File: src/rtl/wb_cfg_master.sv
// Wishbone classic single-beat master for the XGE MAC register slave: a request FIFO
// feeds one bus cycle at a time, with timeout abort, interrupt edge pulse and error count.
module wb_cfg_master #(
   parameter int FIFO_DEPTH = 4,
   parameter int TIMEOUT    = 64
) (
   input  logic        wb_clk_i,
   input  logic        wb_rst_i,
   input  logic        req_valid,
   output logic        req_ready,
   input  logic        req_we,
   input  logic [7:0]  req_adr,
   input  logic [31:0] req_dat,
   output logic        rsp_valid,
   input  logic        rsp_ready,
   output logic [31:0] rsp_dat,
   output logic        rsp_err,
   output logic [7:0]  wb_adr_o,
   output logic        wb_cyc_o,
   output logic        wb_stb_o,
   output logic        wb_we_o,
   output logic [31:0] wb_dat_o,
   input  logic        wb_ack_i,
   input  logic [31:0] wb_dat_i,
   input  logic        wb_int_i,
   output logic        int_pulse,
   output logic [7:0]  err_cnt
);

   localparam int AW = $clog2(FIFO_DEPTH);
   localparam int TW = (TIMEOUT > 1) ? $clog2(TIMEOUT) : 1;
   localparam logic [TW-1:0] TO_LAST = TW'((TIMEOUT > 0) ? TIMEOUT - 1 : 0);

   typedef enum logic [1:0] {
      S_IDLE = 2'd0,
      S_BUS  = 2'd1,
      S_RESP = 2'd2
   } state_e;

   // Both ports use strict valid/ready: a transfer happens only at an edge where valid
   // and ready are both high; the sender holds its payload stable until then.

   state_e        state_q, state_d;
   logic [40:0]   mem_q [FIFO_DEPTH];
   logic [AW:0]   wr_ptr_q, wr_ptr_d, rd_ptr_q, rd_ptr_d;
   logic          req_ready_q, req_ready_d;
   logic [TW-1:0] to_cnt_q, to_cnt_d;
   logic          cyc_q, cyc_d;
   logic          we_q, we_d;
   logic [7:0]    adr_q, adr_d;
   logic [31:0]   dat_q, dat_d;
   logic          rsp_valid_q, rsp_valid_d;
   logic [31:0]   rsp_dat_q, rsp_dat_d;
   logic          rsp_err_q, rsp_err_d;
   logic [7:0]    err_cnt_q, err_cnt_d;
   logic          int_q, int_pulse_q;
   logic          push, pop, empty;
   logic [40:0]   head;

   assign push  = req_valid && req_ready_q;
   assign empty = (wr_ptr_q == rd_ptr_q);
   assign head  = mem_q[rd_ptr_q[AW-1:0]];

   always_comb begin
      state_d     = state_q;
      pop         = 1'b0;
      to_cnt_d    = to_cnt_q;
      cyc_d       = cyc_q;
      we_d        = we_q;
      adr_d       = adr_q;
      dat_d       = dat_q;
      rsp_valid_d = rsp_valid_q;
      rsp_dat_d   = rsp_dat_q;
      rsp_err_d   = rsp_err_q;
      err_cnt_d   = err_cnt_q;
      case (state_q)
         S_IDLE: begin
            if (!empty) begin
               pop      = 1'b1;
               we_d     = head[40];
               adr_d    = head[39:32];
               dat_d    = head[40] ? head[31:0] : 32'h0;
               cyc_d    = 1'b1;
               to_cnt_d = '0;
               state_d  = S_BUS;
            end
         end
         S_BUS: begin
            // An ack arriving on the timeout edge still wins.
            if (wb_ack_i) begin
               cyc_d       = 1'b0;
               rsp_dat_d   = we_q ? 32'h0 : wb_dat_i;
               rsp_err_d   = 1'b0;
               rsp_valid_d = 1'b1;
               state_d     = S_RESP;
            end else if ((TIMEOUT != 0) && (to_cnt_q == TO_LAST)) begin
               cyc_d       = 1'b0;
               rsp_dat_d   = 32'h0;
               rsp_err_d   = 1'b1;
               rsp_valid_d = 1'b1;
               err_cnt_d   = (err_cnt_q == 8'hFF) ? err_cnt_q : err_cnt_q + 8'd1;
               state_d     = S_RESP;
            end else begin
               to_cnt_d = to_cnt_q + TW'(1);
            end
         end
         S_RESP: begin
            if (rsp_ready) begin
               rsp_valid_d = 1'b0;
               state_d     = S_IDLE;
            end
         end
         default: state_d = S_IDLE;
      endcase
      wr_ptr_d = wr_ptr_q + (AW+1)'(push);
      rd_ptr_d = rd_ptr_q + (AW+1)'(pop);
      // Ready is computed from the post-edge occupancy, so a pop cannot raise it early.
      req_ready_d = !((wr_ptr_d[AW] != rd_ptr_d[AW]) &&
                      (wr_ptr_d[AW-1:0] == rd_ptr_d[AW-1:0]));
   end

   always_ff @(posedge wb_clk_i) begin
      if (wb_rst_i) begin
         state_q     <= S_IDLE;
         wr_ptr_q    <= '0;
         rd_ptr_q    <= '0;
         req_ready_q <= 1'b0;
         to_cnt_q    <= '0;
         cyc_q       <= 1'b0;
         we_q        <= 1'b0;
         adr_q       <= 8'h0;
         dat_q       <= 32'h0;
         rsp_valid_q <= 1'b0;
         rsp_dat_q   <= 32'h0;
         rsp_err_q   <= 1'b0;
         err_cnt_q   <= 8'h0;
         int_q       <= 1'b0;
         int_pulse_q <= 1'b0;
      end else begin
         state_q     <= state_d;
         wr_ptr_q    <= wr_ptr_d;
         rd_ptr_q    <= rd_ptr_d;
         req_ready_q <= req_ready_d;
         to_cnt_q    <= to_cnt_d;
         cyc_q       <= cyc_d;
         we_q        <= we_d;
         adr_q       <= adr_d;
         dat_q       <= dat_d;
         rsp_valid_q <= rsp_valid_d;
         rsp_dat_q   <= rsp_dat_d;
         rsp_err_q   <= rsp_err_d;
         err_cnt_q   <= err_cnt_d;
         int_q       <= wb_int_i;
         int_pulse_q <= wb_int_i && !int_q;
      end
   end

   always_ff @(posedge wb_clk_i) begin
      if (push) mem_q[wr_ptr_q[AW-1:0]] <= {req_we, req_adr, req_dat};
   end

   assign req_ready = req_ready_q;
   assign rsp_valid = rsp_valid_q;
   assign rsp_dat   = rsp_dat_q;
   assign rsp_err   = rsp_err_q;
   assign wb_adr_o  = adr_q;
   assign wb_cyc_o  = cyc_q;
   assign wb_stb_o  = cyc_q;
   assign wb_we_o   = we_q;
   assign wb_dat_o  = dat_q;
   assign int_pulse = int_pulse_q;
   assign err_cnt   = err_cnt_q;

endmodule

File: config.mk
export PLATFORM = sky130hd
export DESIGN_NAME = wb_cfg_master
export DESIGN_NICKNAME = d
export VERILOG_FILES = /design/src/rtl/wb_cfg_master.sv
export SDC_FILE = /design/constraint.sdc
export NUM_CORES = 1
export LEC_CHECK = 0
export CORE_UTILIZATION = 36
export DETAILED_ROUTE_END_ITERATION = 6
export PLACE_DENSITY = 0.66
export SYNTH_ARGS = -nofsm -noshare
export SYNTH_HDL_FRONTEND = slang
export SYNTH_SLANG_ARGS = --single-unit
File: constraint.sdc
create_clock -name wb_clk_i -period 4.71 [get_ports wb_clk_i]
set_input_delay 0.471 -clock wb_clk_i [delete_from_list [all_inputs] [get_ports wb_clk_i]]
set_output_delay 0.471 -clock wb_clk_i [all_outputs]
set_load 0.01 [all_outputs]
; Word level (Yosys, flattened, before mapping)
; Memory sizes are Yosys's and may differ from the RTL's. A register that Yosys moved wholly into a read port is not among the register bits.
; Index checks and enable logic that the tools add are counted.
; W data, S select, Z words.
[classes]
addsub = 4
n_reduce_logical = 16
muxes = 27
eq_ne = 12
bitwise = 3
[op_table]
columns = operator, count
row1 = $mux W32, 4
row2 = $mux W6, 3
row3 = $pmux W6 S2, 1
row4 = $mux W1, 11
row5 = $mux W2, 5
row6 = $reduce_and A3 Y1, 3
row7 = $add A8 B1 Y8 const B, 1
row8 = $eq A8 B8 Y1 const B, 1
row9 = $ne A2 B2 Y1 const B, 4
row10 = $reduce_and A4 Y1, 2
row11 = $add A3 B1 Y3, 2
row12 = $add A6 B1 Y6 const B, 1
row13 = $eq A6 B6 Y1 const B, 1
row14 = $pmux W2 S3, 1
row15 = $reduce_bool A2 Y1, 3
row16 = $pmux W1 S2, 2
row17 = $reduce_and A2 Y1, 2
row18 = $eq A3 B3 Y1, 1
row19 = $logic_and A1 B1 Y1, 3
row20 = $ne A3 B3 Y1 const B, 1
row21 = $not A1 Y1, 3
row22 = $eq A2 B1 Y1 const B, 1
row23 = $eq A2 B2 Y1, 1
row24 = $eq A2 B2 Y1 const B, 1
row25 = 3 further kinds, 4
[word_totals]
mem_bits_rw = 164
inputBits = 79
ff_bits = 101
mem_count = 1
[memory_table]
columns = name, words, width, rd, rd_ports_with_merged_regs, wr, line
row1 = mem_q, 4, 41, 1, 1, 1, 44  ; logic [40:0] mem_q [FIFO_DEPTH];

; Depth between registers and ports, before layout
[logic_depth]
ltp_word = 7
mapped_depth = 11
depth_no_buf = 10

; Least setup slack after synthesis
; OpenSTA, ideal clock, no wires.
[synth_path]
kind = input to register
startpoint = in req_valid
endpoint = mem mem_q[2][0] (enable)
path_slack_ns = 0.593
cell_stages = 2
arrival_time_ns = 3.618
setup_time_ns = 0.499
cell_sequence = nand2_1 nor3b_1
[synth_via]
elab_chain_cells = 3
[synth_lines]
columns = item, line
row1 = start: declaration, 9  ; input logic req_valid,
row2 = $logic_and A1 B1 Y1, 60  ; assign push = req_valid && req_ready_q;
row3 = $mux W1, 159  ; if (push) mem_q[wr_ptr_q[AW-1:0]] <= {req_we, req_adr, req_dat};
row4 = $mux W1 (implied by the code), 159
row5 = end: declaration, 44
; Every way passes these cells.

; Worst setup path after layout
[layout_path]
startpoint = reg wr_ptr_q[0]
endpoint = reg req_ready_q, in the netlist req_ready
[layout_via]
elab_chain_cells = 7
elab_cells_between_ends = 9
cone_classes = add/sub: 2 / eq/ne: 3 / mux: 2 / reduce/logical: 2
[layout_lines]
columns = item, line
row1 = start: declaration, 45  ; logic [AW:0] wr_ptr_q, wr_ptr_d, rd_ptr_q, rd_ptr_d;
row2 = start signal: assignment, 141  ; wr_ptr_q <= wr_ptr_d;
row3 = $eq A3 B3 Y1, 61  ; assign empty = (wr_ptr_q == rd_ptr_q);
row4 = $mux W1, 78  ; if (!empty) begin
row5 = $mux W1, 76  ; case (state_q)
row6 = $add A3 B1 Y3, 116  ; rd_ptr_d = rd_ptr_q + (AW+1)'(pop);
row7 = $eq A2 B2 Y1 or $ne A1 B1 Y1 (tied branches), "119, 118"
row8 = $logic_and A1 B1 Y1 *, 118  ; req_ready_d = !((wr_ptr_d[AW] != rd_ptr_d[AW]) &&
row9 = $logic_not A1 Y1 *, 118
row10 = end signal: assignment, 143  ; req_ready_q <= req_ready_d;
row11 = end: declaration, 46  ; logic req_ready_q, req_ready_d;
; Every way passes the cells marked *; elsewhere a longest branch is shown, timed or not.
; A chain may end at the register's enable or synchronous reset.

==> metrics.md <==
| Metric | Value |
|---|---|
| Status | `finished clean` |
| Post_cts resized | `0` |
| Clk network pwr share | `34.0%` |
| Initial antenna violation count | `3` |
| Yosys top cell area share | `49.4%` |
| Slew margin rel. | `41.4%` |
| WHS Endpoint | `int_pulse$_SDFF_PP0_` |
| Post-synth top cells | `164 x edfxtp_1, 101 x dfxtp_1, 90 x nand2_1` |
| Syn avg cell area | `14.2 um2` |
| DR vias/cell | `5.08` |
| Quantity of hold-fixing buffers added after cts | `0` |
| Final Skew | `0.00690 ns` |
| R2R cell count | `9` |
| #FFs+latches synth | `265` |
| Final setup fails | `0` |
| Switching pwr | `1.69 mW` |
| Initial Utilization | `36.9%` |
| Clock Sinks | `265` |
| Root buf cell | `clkbuf_16` |
| Fillers | `2424` |
| Drt pass-1 iters | `4` |
| RSZ-0062 raised after global routing | `no` |
| Area growth syn-to-layout | `29.0%` |
| Hold/Removal Path Class | `flip-flop to flip-flop` |
| Post-route cell area | `12900 um2` |
| Worst slew pin tran | `0.877 ns` |
| Setup crit start kind | `flip-flop` |
| Share of cells above drive strength 1 | `12.2%` |
| GPL Wtd Cong | `0.767` |
| Hold Crit Start | `int_q$_SDFF_PP0_` |
| Die area | `28400 um2` |
| Num CTS Buffers | `28` |
| CTS tree | `yes` |
| Setup Total Neg Slack | `0 ns` |
| DRC violations left | `0` |
| Reg power frac | `44.1%` |
| Gate power share | `21.9%` |
| R2r endpoint | `req_ready$_SDFF_PP0_` |
| Top_reg_cell synth | `edfxtp_1` |
| ANT nets after route | `0` |
| Switching fraction of total power | `27.2%` |
| Chip width | `168 um` |
| PwrDens | `481 nW/um2` |
| Std cell rows | `60` |
| Tmin final | `2.55 ns` |
| Fin. max-slew vios | `0` |
| Post-synthesis sequential area ratio | `69.7%` |
| Power, Total | `6.19 mW` |
| Yosys Warn Count | `0` |
| Worst setup EP type | `flip-flop` |
| Clk slew on worst S/H paths | `0.06 ns` |
| Die height | `168 um` |
| Gr usage total | `15.6%` |
| Largest net degree at the start of global routing | `55` |
| Crit path DAT | `2.95 ns` |
| Post-synth ARST share | `0%` |
| Number of global-route vias before repair | `6254` |
| P_int | `4.51 mW` |
| Peak supply drop | `0.315 mV` |
| Syn Std Cell Area | `9970 um2` |
| Max-cap viol count | `0` |
| Num ports | `166` |
| Worst-skew pair later-pin latency | `0.53 ns` |
| Placed Area | `12000 um2` |
| Nets | `953` |
| Mapped Cells | `700` |
| Via count | `6239` |
| GR Overflow Total | `0` |
| Crit path required time | `5.11 ns` |
| Critical path class | `flip-flop to flip-flop` |
| First-pass GRT wire length | `34700 um` |
| Post-Route WL | `21900 um` |
| Leak Pwr | `4.15 nW` |
| Slowest cell on crit path | `inv_2` |
| Final Cycle Share | `54.1%` |
| R2R Setup Slk | `2.16 ns` |
| EDFF count, synth | `164` |
| CP Cell Sequence | `xor2_1, o31ai_4, inv_2, ha_1, ha_1, xnor2_1, xnor2_1, nor3_1, nor2_1` |
| Clock buffer depth | `3` |
| Worst Path Max Fanout | `43` |
| Core Region | `27000 um2` |
| Synth cell types | `52` |
| Hold Vio Cnt, Final | `0` |
| Post-synth top area cell | `edfxtp_1` |
| Input/output buffers | `165` |
| Worst path max stage delay | `0.64 ns` |
| Postcts setup bufs | `0` |
| Post-Syn Nets | `790` |
| Starting DRC count in detailed routing | `341` |
| Most frequent cell after synthesis | `edfxtp_1` |
| RR Startpoint | `wr_ptr_q[0]$_SDFF_PP0_` |
| Post-DP HPWL | `13100 um` |
| DR WL/cell | `17.9 um` |
| F_max | `0.393 GHz` |
| Hold Crit Depth | `1` |
| Synth area leaders | `edfxtp_1 49%, dfxtp_1 20%, mux4_2 9.3%` |
| H-tree levels | `1` |
cell families after synthesis:
logic type / after synthesis / share of synthesized area [%]
flip-flops: 265 / 69.7
adder cells (fa/ha/maj): 11 / 1.38
multiplexers: 43 / 9.47
XOR/XNOR: 8 / 0.703
AND/OR/NAND/NOR: 180 / 8.77
AO/OA/AOI/OAI: 142 / 7.86
buffers and inverters: 51 / 2.15
worst max path at each step:
stage / startpoint / to / slack (ns) / depth (start not counted)
after floorplan: req_valid / mem_q[2][0]$_DFFE_PP_ / 0.59 / 2
after global placement: wr_ptr_q[1]$_SDFF_PP0_ / req_ready$_SDFF_PP0_ / 2.18 / 9
after detailed placement: wr_ptr_q[1]$_SDFF_PP0_ / req_ready$_SDFF_PP0_ / 2.14 / 9
after CTS: wr_ptr_q[0]$_SDFF_PP0_ / req_ready$_SDFF_PP0_ / 2.13 / 9
after global routing: wr_ptr_q[0]$_SDFF_PP0_ / req_ready$_SDFF_PP0_ / 1.95 / 9
final: wr_ptr_q[0]$_SDFF_PP0_ / req_ready$_SDFF_PP0_ / 2.16 / 9
per-stage QoR:
step | std cells | hold WS (ns) | util (%) | setup slack, ns
6_report | 1227 | 0.382 | 47.6 | 2.16
5_1_grt | 1226 | 0.391 | 47.6 | 1.95
4_1_cts | 1226 | 0.386 | 47.6 | 2.13
3_5_place_dp | 1174 | 0.377 | 44.3 | 2.14
3_3_place_gp | 1174 | 0.371 | 44.3 | 2.18
2_1_floorplan | 700 | 0.367 | - | 0.593
final cells by class:
type / instances / area [um2] / area share, %
antenna: 1 / 2.50 / 0.0194
clock buffer: 40 / 767 / 5.96
clock inverter: 12 / 113 / 0.875
inverter: 7 / 26.3 / 0.204
multi-input combinational: 384 / 2840 / 22.1
sequential: 265 / 6950 / 54.0
tap: 341 / 427 / 3.32
timing repair buffer: 177 / 1740 / 13.5
layout by cell type, fill, tap and decap left out, types with 2 or more instances in the layout:
cell type	instances
nor3b_2	3
or2_2	2
o31ai_1	5
bufinv_16	2
edfxtp_1	164
buf_4	13
o41ai_1	3
xnor2_1	3
or4_1	4
clkdlybuf4s50_1	164
a211oi_1	2
xor2_1	5
mux4_2	41
a21oi_1	81
o32ai_1	2
o21ai_0	37
nand3b_1	2
o311ai_0	2
nand3_1	39
a31oi_1	3
inv_1	5
nor2_1	8
or3_1	2
dfxtp_1	99
clkinv_1	4
nand4b_1	5
nor2b_1	8
ha_1	11
nand2_1	90
clkinv_2	5
and3_2	2
and3_1	2
clkbuf_16	29
nor3_1	4
clkbuf_1	11
power by group through the flow:
stage          Sequential, mW  Clock [mW]  Combinational, mW
2_1_floorplan            2.82           0              0.745
3_3_place_gp             2.78           0               1.37
3_5_place_dp             2.78           0               1.38
4_1_cts                  2.73        2.17               1.38
5_1_grt                  2.75        2.26               1.49
6_report                 2.73        2.11               1.35
per-layer routing:
layer	track usage [%]	part of all wire [%]
met1	20.0	42
met2	27.0	48
met3	3.34	7.5
met4	3.44	1.7
met5	0	0.12
worst max-delay path, delay by kind of cell, from the launching register on:
kind	cells	cell delay [ns]
flip-flops	1	0.44
buffers and inverters	1	0.64
AO/OA/AOI/OAI	1	0.11
XOR/XNOR	3	0.54
adder cells (fa/ha/maj)	2	0.43
AND/OR/NAND/NOR	2	0.24
state kept, by name, summed over array words and instances (netlist names), 2 cells and up:
register	flops
wb_dat_o	32
rsp_dat	32
rd_ptr_q	3
err_cnt	8
to_cnt_q	6
state_q	2
wr_ptr_q	3
mem_q	164
wb_adr_o	8
Note: power is estimated with default switching activity, not from simulation.
